`config.mk`:
```
export PLATFORM = sky130hd
export DESIGN_NAME = fp_div_seq
export DESIGN_NICKNAME = d
export VERILOG_FILES = /design/src/rtl/fp_div_seq.sv
export SDC_FILE = /design/constraint.sdc
export NUM_CORES = 1
export LEC_CHECK = 0
export ABC_AREA = 1
export CORE_MARGIN = 2
export CORE_UTILIZATION = 37
export CTS_BUF_LIST = sky130_fd_sc_hd__clkbuf_2 sky130_fd_sc_hd__clkbuf_4 sky130_fd_sc_hd__clkbuf_8
export DETAILED_ROUTE_END_ITERATION = 8
export PLACE_DENSITY = 0.67
export SLEW_MARGIN = 20
export SYNTH_ARGS = -nofsm -noshare
export SYNTH_HDL_FRONTEND = slang
export SYNTH_SLANG_ARGS = --single-unit
```
`constraint.sdc`:
```
create_clock -name clk -period 2.35 [get_ports clk]
set_clock_uncertainty 0.15 [all_clocks]
set_input_delay 0.47 -clock clk [delete_from_list [all_inputs] [get_ports clk]]
set_output_delay 0.47 -clock clk [all_outputs]
set_load 0.02 [all_outputs]
```
`src/rtl/fp_div_seq.sv`:
```
// Sequential IEEE-754 single-precision divider: restoring mantissa division, one quotient bit per cycle.
// Optional round-to-nearest-even when FP_DIV_ROUND_NEAREST_EN is defined; truncates otherwise.
`timescale 1ns/1ps
module fp_div_seq #(
    parameter int XLEN = 32,
    parameter int ITER = 26
) (
    input  logic            clk,
    input  logic            rst_n,
    input  logic            start,
    input  logic [XLEN-1:0] a,
    input  logic [XLEN-1:0] b,
    output logic            busy,
    output logic            done,
    output logic [XLEN-1:0] result,
    output logic            div_by_zero
);
    localparam int CW = $clog2(ITER);

    typedef enum logic [1:0] {IDLE, DIV, NORM, DONE} state_t;

    state_t            state_q, state_d;
    logic [24:0]       rem_q, rem_d;
    logic [23:0]       dvsr_q, dvsr_d;
    logic [ITER-1:0]   quo_q, quo_d;
    logic signed [9:0] exp_q, exp_d;
    logic              sign_q, sign_d;
    logic [CW-1:0]     cnt_q, cnt_d;
    logic              busy_q, busy_d;
    logic              done_q, done_d;
    logic [XLEN-1:0]   result_q, result_d;
    logic              dz_q, dz_d;

    logic              rem_ge;
    logic [24:0]       rem_sub;
    logic [22:0]       norm_mant;
    logic signed [9:0] norm_exp, fin_exp;
    logic [23:0]       mant_rnd;
    logic              rnd_inc;
    logic [XLEN-1:0]   norm_result;
    logic              new_sign;
`ifdef FP_DIV_ROUND_NEAREST_EN
    logic              round_bit, sticky;
`endif

    always_comb begin
        // NOTE: every comb output gets a default first so no path leaves it unassigned (no latches).
        state_d  = state_q;
        rem_d    = rem_q;
        dvsr_d   = dvsr_q;
        quo_d    = quo_q;
        exp_d    = exp_q;
        sign_d   = sign_q;
        cnt_d    = cnt_q;
        busy_d   = busy_q;
        done_d   = 1'b0;
        result_d = result_q;
        dz_d     = dz_q;
        new_sign = a[31] ^ b[31];

        rem_ge  = rem_q >= {1'b0, dvsr_q};
        rem_sub = rem_ge ? rem_q - {1'b0, dvsr_q} : rem_q;

        // Quotient lies in [0.5, 2): top bit set means no normalisation shift is needed.
        if (quo_q[ITER-1]) begin
            norm_mant = quo_q[ITER-2:2];
            norm_exp  = exp_q;
        end else begin
            norm_mant = quo_q[ITER-3:1];
            norm_exp  = exp_q - 10'sd1;
        end
`ifdef FP_DIV_ROUND_NEAREST_EN
        round_bit = quo_q[ITER-1] ? quo_q[1] : quo_q[0];
        sticky    = (rem_q != 25'd0) || (quo_q[ITER-1] && quo_q[0]);
        rnd_inc   = round_bit && (sticky || norm_mant[0]);
`else
        rnd_inc   = 1'b0;
`endif
        mant_rnd = {1'b0, norm_mant} + {23'd0, rnd_inc};
        fin_exp  = mant_rnd[23] ? norm_exp + 10'sd1 : norm_exp;
        if (fin_exp >= 10'sd255)
            norm_result = {sign_q, 8'hFF, 23'd0};
        else if (fin_exp <= 10'sd0)
            norm_result = {sign_q, 31'd0};
        else
            norm_result = {sign_q, fin_exp[7:0], mant_rnd[22:0]};

        case (state_q)
            IDLE: begin
                if (start) begin
                    sign_d = new_sign;
                    if (a[30:0] == 31'd0) begin
                        result_d = {new_sign, 31'd0};
                        dz_d     = 1'b0;
                        done_d   = 1'b1;
                        state_d  = DONE;
                    end else if (b[30:0] == 31'd0) begin
                        result_d = {new_sign, 8'hFF, 23'd0};
                        dz_d     = 1'b1;
                        done_d   = 1'b1;
                        state_d  = DONE;
                    end else begin
                        rem_d   = {2'b01, a[22:0]};
                        dvsr_d  = {1'b1, b[22:0]};
                        exp_d   = $signed({2'b00, a[30:23]}) - $signed({2'b00, b[30:23]}) + 10'sd127;
                        quo_d   = '0;
                        cnt_d   = '0;
                        busy_d  = 1'b1;
                        state_d = DIV;
                    end
                end
            end
            DIV: begin
                rem_d = {rem_sub[23:0], 1'b0};
                quo_d = {quo_q[ITER-2:0], rem_ge};
                cnt_d = cnt_q + 1'b1;
                if (cnt_q == CW'(ITER - 1))
                    state_d = NORM;
            end
            NORM: begin
                result_d = norm_result;
                dz_d     = 1'b0;
                busy_d   = 1'b0;
                done_d   = 1'b1;
                state_d  = DONE;
            end
            DONE:    state_d = IDLE;
            default: state_d = IDLE;
        endcase
    end

    // NOTE: state registers use non-blocking assignments so every flop samples pre-edge values.
    always_ff @(posedge clk or negedge rst_n) begin
        if (!rst_n) begin
            state_q  <= IDLE;
            rem_q    <= '0;
            dvsr_q   <= '0;
            quo_q    <= '0;
            exp_q    <= '0;
            sign_q   <= 1'b0;
            cnt_q    <= '0;
            busy_q   <= 1'b0;
            done_q   <= 1'b0;
            result_q <= '0;
            dz_q     <= 1'b0;
        end else begin
            state_q  <= state_d;
            rem_q    <= rem_d;
            dvsr_q   <= dvsr_d;
            quo_q    <= quo_d;
            exp_q    <= exp_d;
            sign_q   <= sign_d;
            cnt_q    <= cnt_d;
            busy_q   <= busy_d;
            done_q   <= done_d;
            result_q <= result_d;
            dz_q     <= dz_d;
        end
    end

    assign busy        = busy_q;
    assign done        = done_q;
    assign result      = result_q;
    assign div_by_zero = dz_q;
endmodule

```
; After elaboration in Yosys (flattened, before gate mapping)
; Cells that the tools add are included.
; Widths: inputs -> output; s select.
[op_classes]
n_addsub = 5
multipliers = 0
div = 0
order_cmp = 3
eq_ne = 9
shift = 0
mux = 38
n_bitwise = 3
n_reduce_logical = 11
[ops]
columns = operator, n
row1 = $mux 32, 3
row2 = $mux 26, 3
row3 = $mux 25, 3
row4 = $pmux 32 s2, 1
row5 = $logic_not 31->1, 2
row6 = $mux 31, 2
row7 = $pmux 26 s2, 1
row8 = $pmux 25 s2, 1
row9 = $ge 25x24->1, 1
row10 = $mux 24, 1
row11 = $sub 24x24->24, 1
row12 = $mux 23, 1
row13 = $mux 5, 3
row14 = $reduce_and 4->1, 3
row15 = $add 9x8->10 const B, 1
row16 = $ge 10x9->1 const B, 1
row17 = $le 10x1->1 const B, 1
row18 = $mux 10, 1
row19 = $pmux 5 s2, 1
row20 = $sub 10x2->10 const B, 1
row21 = $mux 1, 9
row22 = $sub 8x8->9, 1
row23 = $mux 2, 4
row24 = $ne 2x2->1 const B, 4
row25 = other kinds (13), 19
[totals]
reg_bits = 128
latchBits = 0
ramBits = 0
romBits = 0
inputBits = 67
output_inout_bits = 35
wordCells = 80
memories = 0

; Longest topological paths before layout
; Gate-level depths: netlist (run 1).
[logic_depth]
depth_word = 6
depth_mapped = 16
mapped_depth_nobuf = 16

; Worst setup path before layout (run 1)
; No wires, ideal clock.
[synth_timing]
path_type = input to register
start = input port a[23]
end = register exp_q[7]
setup_ns = 0.126
arrival_time_ns = 1.934
required_ns = 2.074
slack_ns = 0.139
path_stages = 13
n_path_buf = 0
path_cell_list = inv_1 -> ha_1 -> inv_1 -> fa_1 -> or2_2 -> nand2_1 -> nor2_1 -> nand3_1 -> nor2_1 -> nand2_1 -> nand2_1 -> nand2_1 -> o21ai_0
[synth_between]
elab_chain_cells = 3
word_cells_on_any_way = 5
classes_between = add/sub (2) / bitwise (1) / reduce/logical (2)
[synth_lines]
columns = item, line_no
row1 = "start, declared", 11  ; input logic [XLEN-1:0] a,
row2 = "parallel branches: the longest is 3 deep, another holds $add 9x8->10", n/a
row3 = "end signal, assigned", 151  ; exp_q <= exp_d;
row4 = "end, declared", 26  ; logic signed [9:0] exp_q, exp_d;
; Several ways; the timed one is not identified.
; A chain may end at the register's enable or synchronous reset.

; Worst setup path in the final report (run 1)
[layout_timing]
start = input port b[23]
end = register exp_q[6]
[layout_between]
elab_chain_cells = 3
word_cells_on_any_way = 5
classes_between = add/sub (2) / bitwise (1) / reduce/logical (2)
[layout_lines]
columns = item, line_no
row1 = "start, declared", 12  ; input logic [XLEN-1:0] b,
row2 = "parallel branches: the longest is 3 deep, another holds $add 9x8->10", n/a
; Several ways; the timed one is not identified.

==> summary.txt, run 1 <==
STA
  – Rel. slew slack: 0.487
  – Final setup margin: approximately 0.11 ns
  – Setup TNS: 0 ns
  – Max Clk Rate: approximately 0.45 GHz
  – Final period utilization: 0.952
  – Crit path time final: 2.24 ns
  – Final hold violations: 0
  – RSZ-0062 raised after global routing: true
  – Slew of the pin with the lowest slew margin: just under 0.8 ns
  – Final setup fails: 0
  – Slew Limit Fails: 0

Worst setup path
  – Crit path required time: roughly 2.6 ns
  – Crit path max fanout: 4
  – FF-to-FF setup slack: ~0.11 ns
  – Crit path arrival time: around 2.4 ns
  – Launch point of the worst reg-to-reg path: dvsr_q[15]$_DFFE_PN0P_
  – Worst setup EP type: flip-flop
  – R2r endpoint: rem_q[7]$_DFFE_PN0P_
  – Startpoint Class: primary input
  – Worst R2R Path Depth: 12
  – Setup CP Type: in -> reg

Clock tree
  – Clock sink count: ~130
  – Root Driver: clkbuf_8
  – Worst-Skew Late Latency: between 0.4 and 0.5 ns
  – CTS buffer count: 17
  – CTS tree: built
  – Clk buf depth: 2
  – Clock transition at path regs: 0.08 ns
  – # H-tree levels: 4

Logic synthesis
  – YS warnings: 0
  – EDFF count, synth: 0
  – Dominant synthesized flop cell: dfrtp_1
  – Synth top area cells: dfrtp_1 37%, nand2_1 15%, inv_1 8.4%
  – Async S/R FF share, synth: 1.00
  – Sequential area share after synthesis: 0.367
  – Syn Nets: 1372
  – Top cell type's share of synthesized area: 0.367
  – Post-Syn Area per Cell: between 6 and 7 sq um
  – Top cell type by total area after synthesis: dfrtp_1
  – Synth Cell Area: 0.00872 sq mm
  – Cell with the most instances after synthesis: nand2_1
  – Synthesized flop and latch total: about 130
  – Post-Syn Instances: about 1300
  – Synth cell types: 39
  – Post-synth top cells: 345 x nand2_1, 194 x inv_1, 128 x dfrtp_1, 111 x nand3_1, 107 x nor2_1

Run
  – Maxcap violations: 0

Detailed routing
  – Starting DRT DRC Count: around 540
  – First-pass detailed-route iteration total: 6
  – DRC Markers: 0
  – Remaining antenna violation count: 0
  – Wirelength per Cell: 13.2 microns
  – Vias: around 8600
  – DR vias/cell: 4.82
  – Final WL: around 23000 microns

Global route
  – Vias in the first global route: ~8000
  – Routing usage on met1: 0.245
  – Congestion Overflow GR: 0
  – GRT busiest layer: met2
  – M2 GR Usage: 0.317
  – Met3 Use GR: 0.0396
  – Initial antenna violation count: 0
  – Largest net degree at the start of global routing: 51
  – Total Routing Usage GR: 0.190
  – First-pass GRT wire length: around 38000 microns

Cells and area
  – Layout Cells excl Fill: about 1800
  – Number of fillers in the final layout: between 2000 and 2500
  – P&R area growth vs syn: 32.9%
  – Diodes inserted: 0
  – Nets: about 1600
  – Layout cells sized above 1: 0.169
  – Final core utilization: 0.497

Place
  – Port bufs: 101
  – Dpl hpwl: roughly 17000 microns
  – Post-Place Setup Slack: -0.511 ns
  – GPL Wtd Cong: approximately 0.95
  – Placed Cells: around 1700

Status
  – Run status: finished clean

Power and ir drop
  – PwrDens: approximately 1300 mW/mm^2
  – Total power: roughly 15000 uW
  – Peak VDD IR: around 760 uV
  – Static Leakage: around 0.0057 uW

Floorplan
  – Total die area: roughly 0.025 sq mm
  – Io pins: slightly above 100
  – Core ar.: about 0.023 sq mm
  – Die Wd: 158 microns
  – FP Rows: between 50 and 60
  – Die Ht: around 160 microns
  – Starting Density: 0.374

Min path
  – WHS Endpoint: result[12]$_DFFE_PN0P_
  – Hold Crit Start: result[12]$_DFFE_PN0P_
  – Class of the worst hold path: reg -> reg
  – Hold Path Depth: 2
## per-stage QoR
stage	cell area [sq um]	hold WS, ns
final	11600	0.330
after floorplan	8720	0.0244
after global placement	10800	0.290
after CTS	11200	0.321
after global routing	11600	0.346
after detailed placement	10800	0.286
## how the worst max path moves through the flow
stage / depth (start not counted) / start / slack, ns / to
2_1_floorplan: 13 / a[23] / 0.14 / exp_q[7]$_DFFE_PN0P_
3_3_place_gp: 11 / a[23] / -0.50 / exp_q[4]$_DFFE_PN0P_
4_1_cts: 13 / a[23] / 0.004 / exp_q[6]$_DFFE_PN0P_
6_report: 12 / b[23] / 0.11 / exp_q[6]$_DFFE_PN0P_
5_1_grt: 13 / b[23] / -0.04 / exp_q[7]$_DFFE_PN0P_
3_5_place_dp: 11 / a[23] / -0.51 / exp_q[4]$_DFFE_PN0P_
## cell type report
| class | instances | area [sq um] | share of cell area |
|---|---|---|---|
| timing repair buffer | 206 | 1950 | 0.169 |
| clock inverter | 14 | 135 | 0.0117 |
| inverter | 202 | 761 | 0.0656 |
| clock buffer | 18 | 241 | 0.0208 |
| multi-input combinational | 890 | 4890 | 0.422 |
| tap | 319 | 399 | 0.0344 |
| sequential | 128 | 3200 | 0.276 |
## worst max-delay path: stages
cell and delay (ns):
clkdlybuf4s50_1 0.48, ha_1 0.14, inv_1 0.05, fa_2 0.37
or2_2 0.30, nand2_1 0.09, nand3b_1 0.15, nor2_2 0.06
nand3_1 0.11, nand2_1 0.08, nor2_2 0.09, nor2_1 0.04
## metal layers
metal,vias to the layer above,part of all wire
li1,4396,-
met1,3928,0.45
met2,215,0.48
met3,31,0.043
met4,0,0.021
met5,-,0
## layout by cell type, fill, tap and decap left out, drive strengths merged, types with 2 or more instances in the layout
master,count
a21oi,67
buf,104
clkbuf,19
clkdlybuf4s50,99
clkinv,6
clkinvlp,3
dfrtp,128
fa,2
ha,39
inv,206
nand2,351
nand3,117
nand3b,3
nand4,33
nor2,133
nor3,10
o21ai,72
o21bai,5
o22ai,27
or2,4
xnor2,8
xor2,15
## timing repair
action | 4_1_cts | 5_1_grt
pin swaps | 0 | 10
cloned | 0 | 2
buffers inserted | 0 | 3
hold buffers | 1 | 0
resized for setup | 1 | 67
endpoints found under the setup margin | 1 | 61
hold endpoints to repair | 27 | 0
## cells by family after synthesis
group | after synthesis | share of synthesized area
AND/OR/NAND/NOR | 651 | 0.328
XOR/XNOR | 23 | 0.0240
flip-flops | 128 | 0.367
AO/OA/AOI/OAI | 173 | 0.106
adder cells (fa/ha/maj) | 41 | 0.0606
multiplexers | 1 | 0.00129
buffers and inverters | 247 | 0.113
## registers in the layout, summed over array words and instances, names as in the netlist
| register | count |
|---|---|
| busy | 1 |
| cnt_q | 5 |
| div_by_zero | 1 |
| done | 1 |
| dvsr_q | 24 |
| exp_q | 10 |
| quo_q | 26 |
| rem_q | 25 |
| result | 32 |
| sign_q | 1 |
| state_q | 2 |
## where the power goes
group | switching, uW | leakage [uW] | internal (uW) | total [uW]
sequential | 483 | 0.00164 | 2830 | 3310
clock | 980 | 0.000185 | 863 | 1840
combinational | 6080 | 0.00387 | 4150 | 10200
No activity file was read; power rests on OpenSTA's default activity.
==> run 2: changes to the inputs <==
--- a/config.mk
+++ b/config.mk
@@ -6,6 +6,7 @@
 export NUM_CORES = 1
 export LEC_CHECK = 0
 export ABC_AREA = 1
+export CAP_MARGIN = 20
 export CORE_MARGIN = 2
 export CORE_UTILIZATION = 37
 export CTS_BUF_LIST = sky130_fd_sc_hd__clkbuf_2 sky130_fd_sc_hd__clkbuf_4 sky130_fd_sc_hd__clkbuf_8
==> results of run 2 <==
No change in the layout: final DEF, timing and power equal those of run 1.
==> run 3: changes to the inputs <==
--- a/config.mk
+++ b/config.mk
@@ -5,13 +5,15 @@
 export SDC_FILE = /design/constraint.sdc
 export NUM_CORES = 1
 export LEC_CHECK = 0
-export ABC_AREA = 1
 export CAP_MARGIN = 20
+export CELL_PAD_IN_SITES_DETAIL_PLACEMENT = 1
+export CELL_PAD_IN_SITES_GLOBAL_PLACEMENT = 1
 export CORE_MARGIN = 2
 export CORE_UTILIZATION = 37
 export CTS_BUF_LIST = sky130_fd_sc_hd__clkbuf_2 sky130_fd_sc_hd__clkbuf_4 sky130_fd_sc_hd__clkbuf_8
 export DETAILED_ROUTE_END_ITERATION = 8
-export PLACE_DENSITY = 0.67
+export GPL_TIMING_DRIVEN = 1
+export PLACE_DENSITY = 0.82
 export SLEW_MARGIN = 20
 export SYNTH_ARGS = -nofsm -noshare
 export SYNTH_HDL_FRONTEND = slang
==> summary.txt, run 3 <==
Worst setup path
  – Crit path arrival time: 3.78 ns (+1.34 ns)
  – Crit path cell chain: inv_2 > ha_4 > fa_2 > nor2b_4 > o31a_1 > buf_4 > o21ai_0 > nand2b_1 > xnor2_1 > and3_1 > o31ai_2
  – Crit path max fanout: 3 (-1)
  – Crit path required time: 2.62 ns (+0.07 ns)
  – Setup CP Type: reg -> reg
  – Worst setup EP type: flip-flop
  – Kind of cell adding the most delay to the critical path: compound AO/OA/AOI/OAI gates
  – Worst Path Buf+Inv: 2 (unchanged)
  – Setup crit start: rem_q[0]$_DFFE_PN0P_
  – Slowest cell on crit path: o21ai_0
  – Startpoint Class: flip-flop
  – Largest stage delay, worst path: 0.83 ns (+0.35 ns)
  – Launch point of the worst reg-to-reg path: rem_q[0]$_DFFE_PN0P_

Logic synthesis
  – Dominant synthesized flop cell: dfrtp_1
  – Async S/R FF share, synth: 1.00 (unchanged)
  – YS warnings: 0 (unchanged)
  – EDFF count, synth: 0 (unchanged)
  – Synth cell types: 61 (+56%)
  – Top cell type by total area after synthesis: dfrtp_1
  – Syn Nets: 1015 (-26%)
  – Sequential area share after synthesis: 0.410 (+0.0421)
  – Synthesized flop and latch total: 128 (unchanged)
  – Synth Cell Area: 0.00782 sq mm (-10%)
  – Post-Syn Instances: 907 (-28%)
  – Top cell type's share of synthesized area: 0.410 (+0.0421)
  – Post-synth top cells: 154 x nand2_1, 128 x dfrtp_1, 99 x o21ai_0, 49 x inv_1
  – Post-Syn Area per Cell: 8.62 sq um (+25%)
  – Cell with the most instances after synthesis: nand2_1
  – Synth top area cells: dfrtp_1 41%, nand2_1 7.4%, o21ai_0 6.3%

Global route
  – First-pass GRT wire length: 66400 microns (+76%)
  – Vias in the first global route: 11000 (+38%)
  – Largest net degree at the start of global routing: 63 (+24%)
  – Initial antenna violation count: 3 (+3)
  – Total Routing Usage GR: 0.402 (+0.212)
  – Congestion Overflow GR: 0 (unchanged)

Detailed routing
  – DRC Markers: 0 (unchanged)
  – Top layer in use: met5
  – Wirelength per Cell: 33.9 microns (+160%)
  – Met1 WL: 17800 microns (+68%)
  – Starting DRT DRC Count: 1417 (+160%)
  – Met3 routed WL: 5280 microns (+420%)
  – Vias: 10700 (+25%)
  – Final WL: 53800 microns (+130%)
  – First-pass detailed-route iteration total: 6 (unchanged)
  – Remaining antenna violation count: 0 (unchanged)
  – DR vias/cell: 6.76 (+40%)
  – Met2 Wirelength: 24500 microns (+120%)

Cells and area
  – Final instance area: 0.0135 sq mm (+17%)
  – Layout cells sized above 1: 0.454 (+0.285)
  – Nets: 1405 (-9.5%)
  – Most common cell after layout, fill and taps aside: buf_4
  – P&R area growth vs syn: 72.8%
  – Layout Cells excl Fill: 1586 (-11%)
  – Commonest cells after routing, fill and taps aside: 261 x buf_4, 128 x dfrtp_1, 117 x nand2_1
  – Max reg flops: 32 (unchanged)
  – Final core utilization: 0.647 (+0.150)

Place
  – Placed Cells: 1489 (-14%)
  – Port bufs: 101 (unchanged)
  – DP Area: 0.0111 sq mm (+3.0%)
  – Post-Place Setup Slack: -0.931 ns (-0.420 ns)
  – GPL Wtd Cong: 0.896 (-5.7%)
  – Dpl hpwl: 22600 microns (+29%)

Clock tree
  – Clock sink count: 128 (unchanged)
  – Clk buf depth: 2 (unchanged)
  – # H-tree levels: 4 (unchanged)
  – CTS tree: built
  – Worst-Skew Late Latency: 0.53 ns (+0.07 ns)
  – Root Driver: clkbuf_8
  – Clock transition at path regs: 0.10 ns (+0.02 ns)
  – CTS buffer count: 17 (unchanged)

Floorplan
  – FP Rows: 53 (-5.4%)
  – Core ar.: 0.0209 sq mm (-10%)
  – Total die area: 0.0223 sq mm (-10%)
  – Io pins: 102 (unchanged)
  – Starting Density: 0.374 (+0.000764)
  – Die Ht: 149 microns (-5.1%)
  – Die Wd: 149 microns (-5.1%)

STA
  – Slew Limit Fails: 0 (unchanged)
  – Rel. slew slack: 0.275 (-0.212)
  – Crit path time final: 3.51 ns (+1.27 ns)
  – Max Clk Rate: 0.285 GHz (-36%)
  – RSZ-0062 raised after global routing: true
  – Slew of the pin with the lowest slew margin: 1.08 ns (+0.307 ns)
  – Final period utilization: 1.49 (+0.542)
  – Final hold violations: 0 (unchanged)
  – Final setup fails: 93 (+93)
  – Final setup margin: -1.16 ns (-1.27 ns)
  – Final hold slack: 0.0527 ns (-0.278 ns)

Power and ir drop
  – PwrDens: 1730 mW/mm^2 (+30%)
  – Peak VDD IR: 877 uV (+16%)
  – Static Leakage: 0.00610 uW (+7.0%)

Status
  – Violated checks: setup timing
  – Run status: finished with violations

Min path
  – Hold Crit Start: b[10]
  – Class of the worst hold path: in -> reg

Run
  – Maxcap violations: 0 (unchanged)
[run 3: cell count changes in the layout (fill, tap and decap cells not counted), sizes merged, moves of 25 or more]
cell           change
nand2            -196
mux2i             +32
o21ai             +29
buf              +222
clkdlybuf4s50     -61
nor2              -88
nand3             -72
inv              -152
o22ai             -25
[run 3: where the power goes]
part | leakage, uW | switching [uW] | internal, uW | total [uW]
Combinational | 0.00422 | 9950 | 7460 | 17400
Clock | 0.000232 | 1210 | 1290 | 2500
Sequential | 0.00164 | 624 | 2840 | 3460
Total | 0.00610 | 11800 | 11600 | 23400
[run 3: area by class of cell]
cell class,instances,area (sq um)
fill,2283,7370
multi-input combinational,691,5680
timing repair buffer,410,3620
sequential,128,3200
tap,275,344
clock buffer,18,241
clock inverter,14,224
inverter,49,201
antenna,1,2.50
[run 3: layer usage]
layer / track usage / vias up
li1: - / 4006
met1: 0.436 / 5187
met2: 0.665 / 1042
met3: 0.0969 / 492
met4: 0.334 / 2
met5: 0 / -
[run 3: worst paths after layout]
| check | endpoint | slack [ns] | cells past startpoint |
|---|---|---|---|
| min in group asynchronous | rem_q[12]$_DFFE_PN0P_ | 0.31 | 2 |
| worst min register to register | result[18]$_DFFE_PN0P_ | 0.37 | 2 |
| worst max-delay path | rem_q[7]$_DFFE_PN0P_ | -1.16 | 11 |
| worst max register to register | rem_q[7]$_DFFE_PN0P_ | -1.16 | 11 |
| max in group asynchronous | quo_q[11]$_DFFE_PN0P_ | 0.90 | 3 |
| worst min-delay path | dvsr_q[10]$_DFFE_PN0P_ | 0.05 | 3 |
[run 3: tightest hold or removal path, cell delays in order]
cell	delay [ns]
buf_2	0.10
nand2_1	0.05
o21ai_0	0.07
[run 3: cell families (layout without fill, tap and decap cells)]
family                   Yosys count  after routing  synth area share
adder cells (fa/ha/maj)           41             41            0.0675
AO/OA/AOI/OAI                    227            227             0.177
flip-flops                       128            128             0.410
AND/OR/NAND/NOR                  352            352             0.216
other                              0              1                 0
buffers and inverters             88            491            0.0440
XOR/XNOR                          37             37            0.0414
multiplexers                      34             34            0.0438
[run 3: timing repair]
| item | CTS | global route |
|---|---|---|
| setup endpoints to repair | 120 | 103 |
| cloned | 5 | 2 |
| pin swaps | 79 | 84 |
| hold buffers | 1 | 0 |
| resized for setup | 288 | 195 |
| setup buffers | 32 | 34 |
| hold endpoints to repair | 26 | 0 |
[run 3: metrics by stage]
stage / TNS (ns) / power (uW)
after global placement: -71.49 / 13500
after CTS: -25.38 / 18800
after floorplan: -12.42 / 8890
after global routing: -47.85 / 23700
after detailed placement: -85.42 / 14200
final: -45.95 / 23400
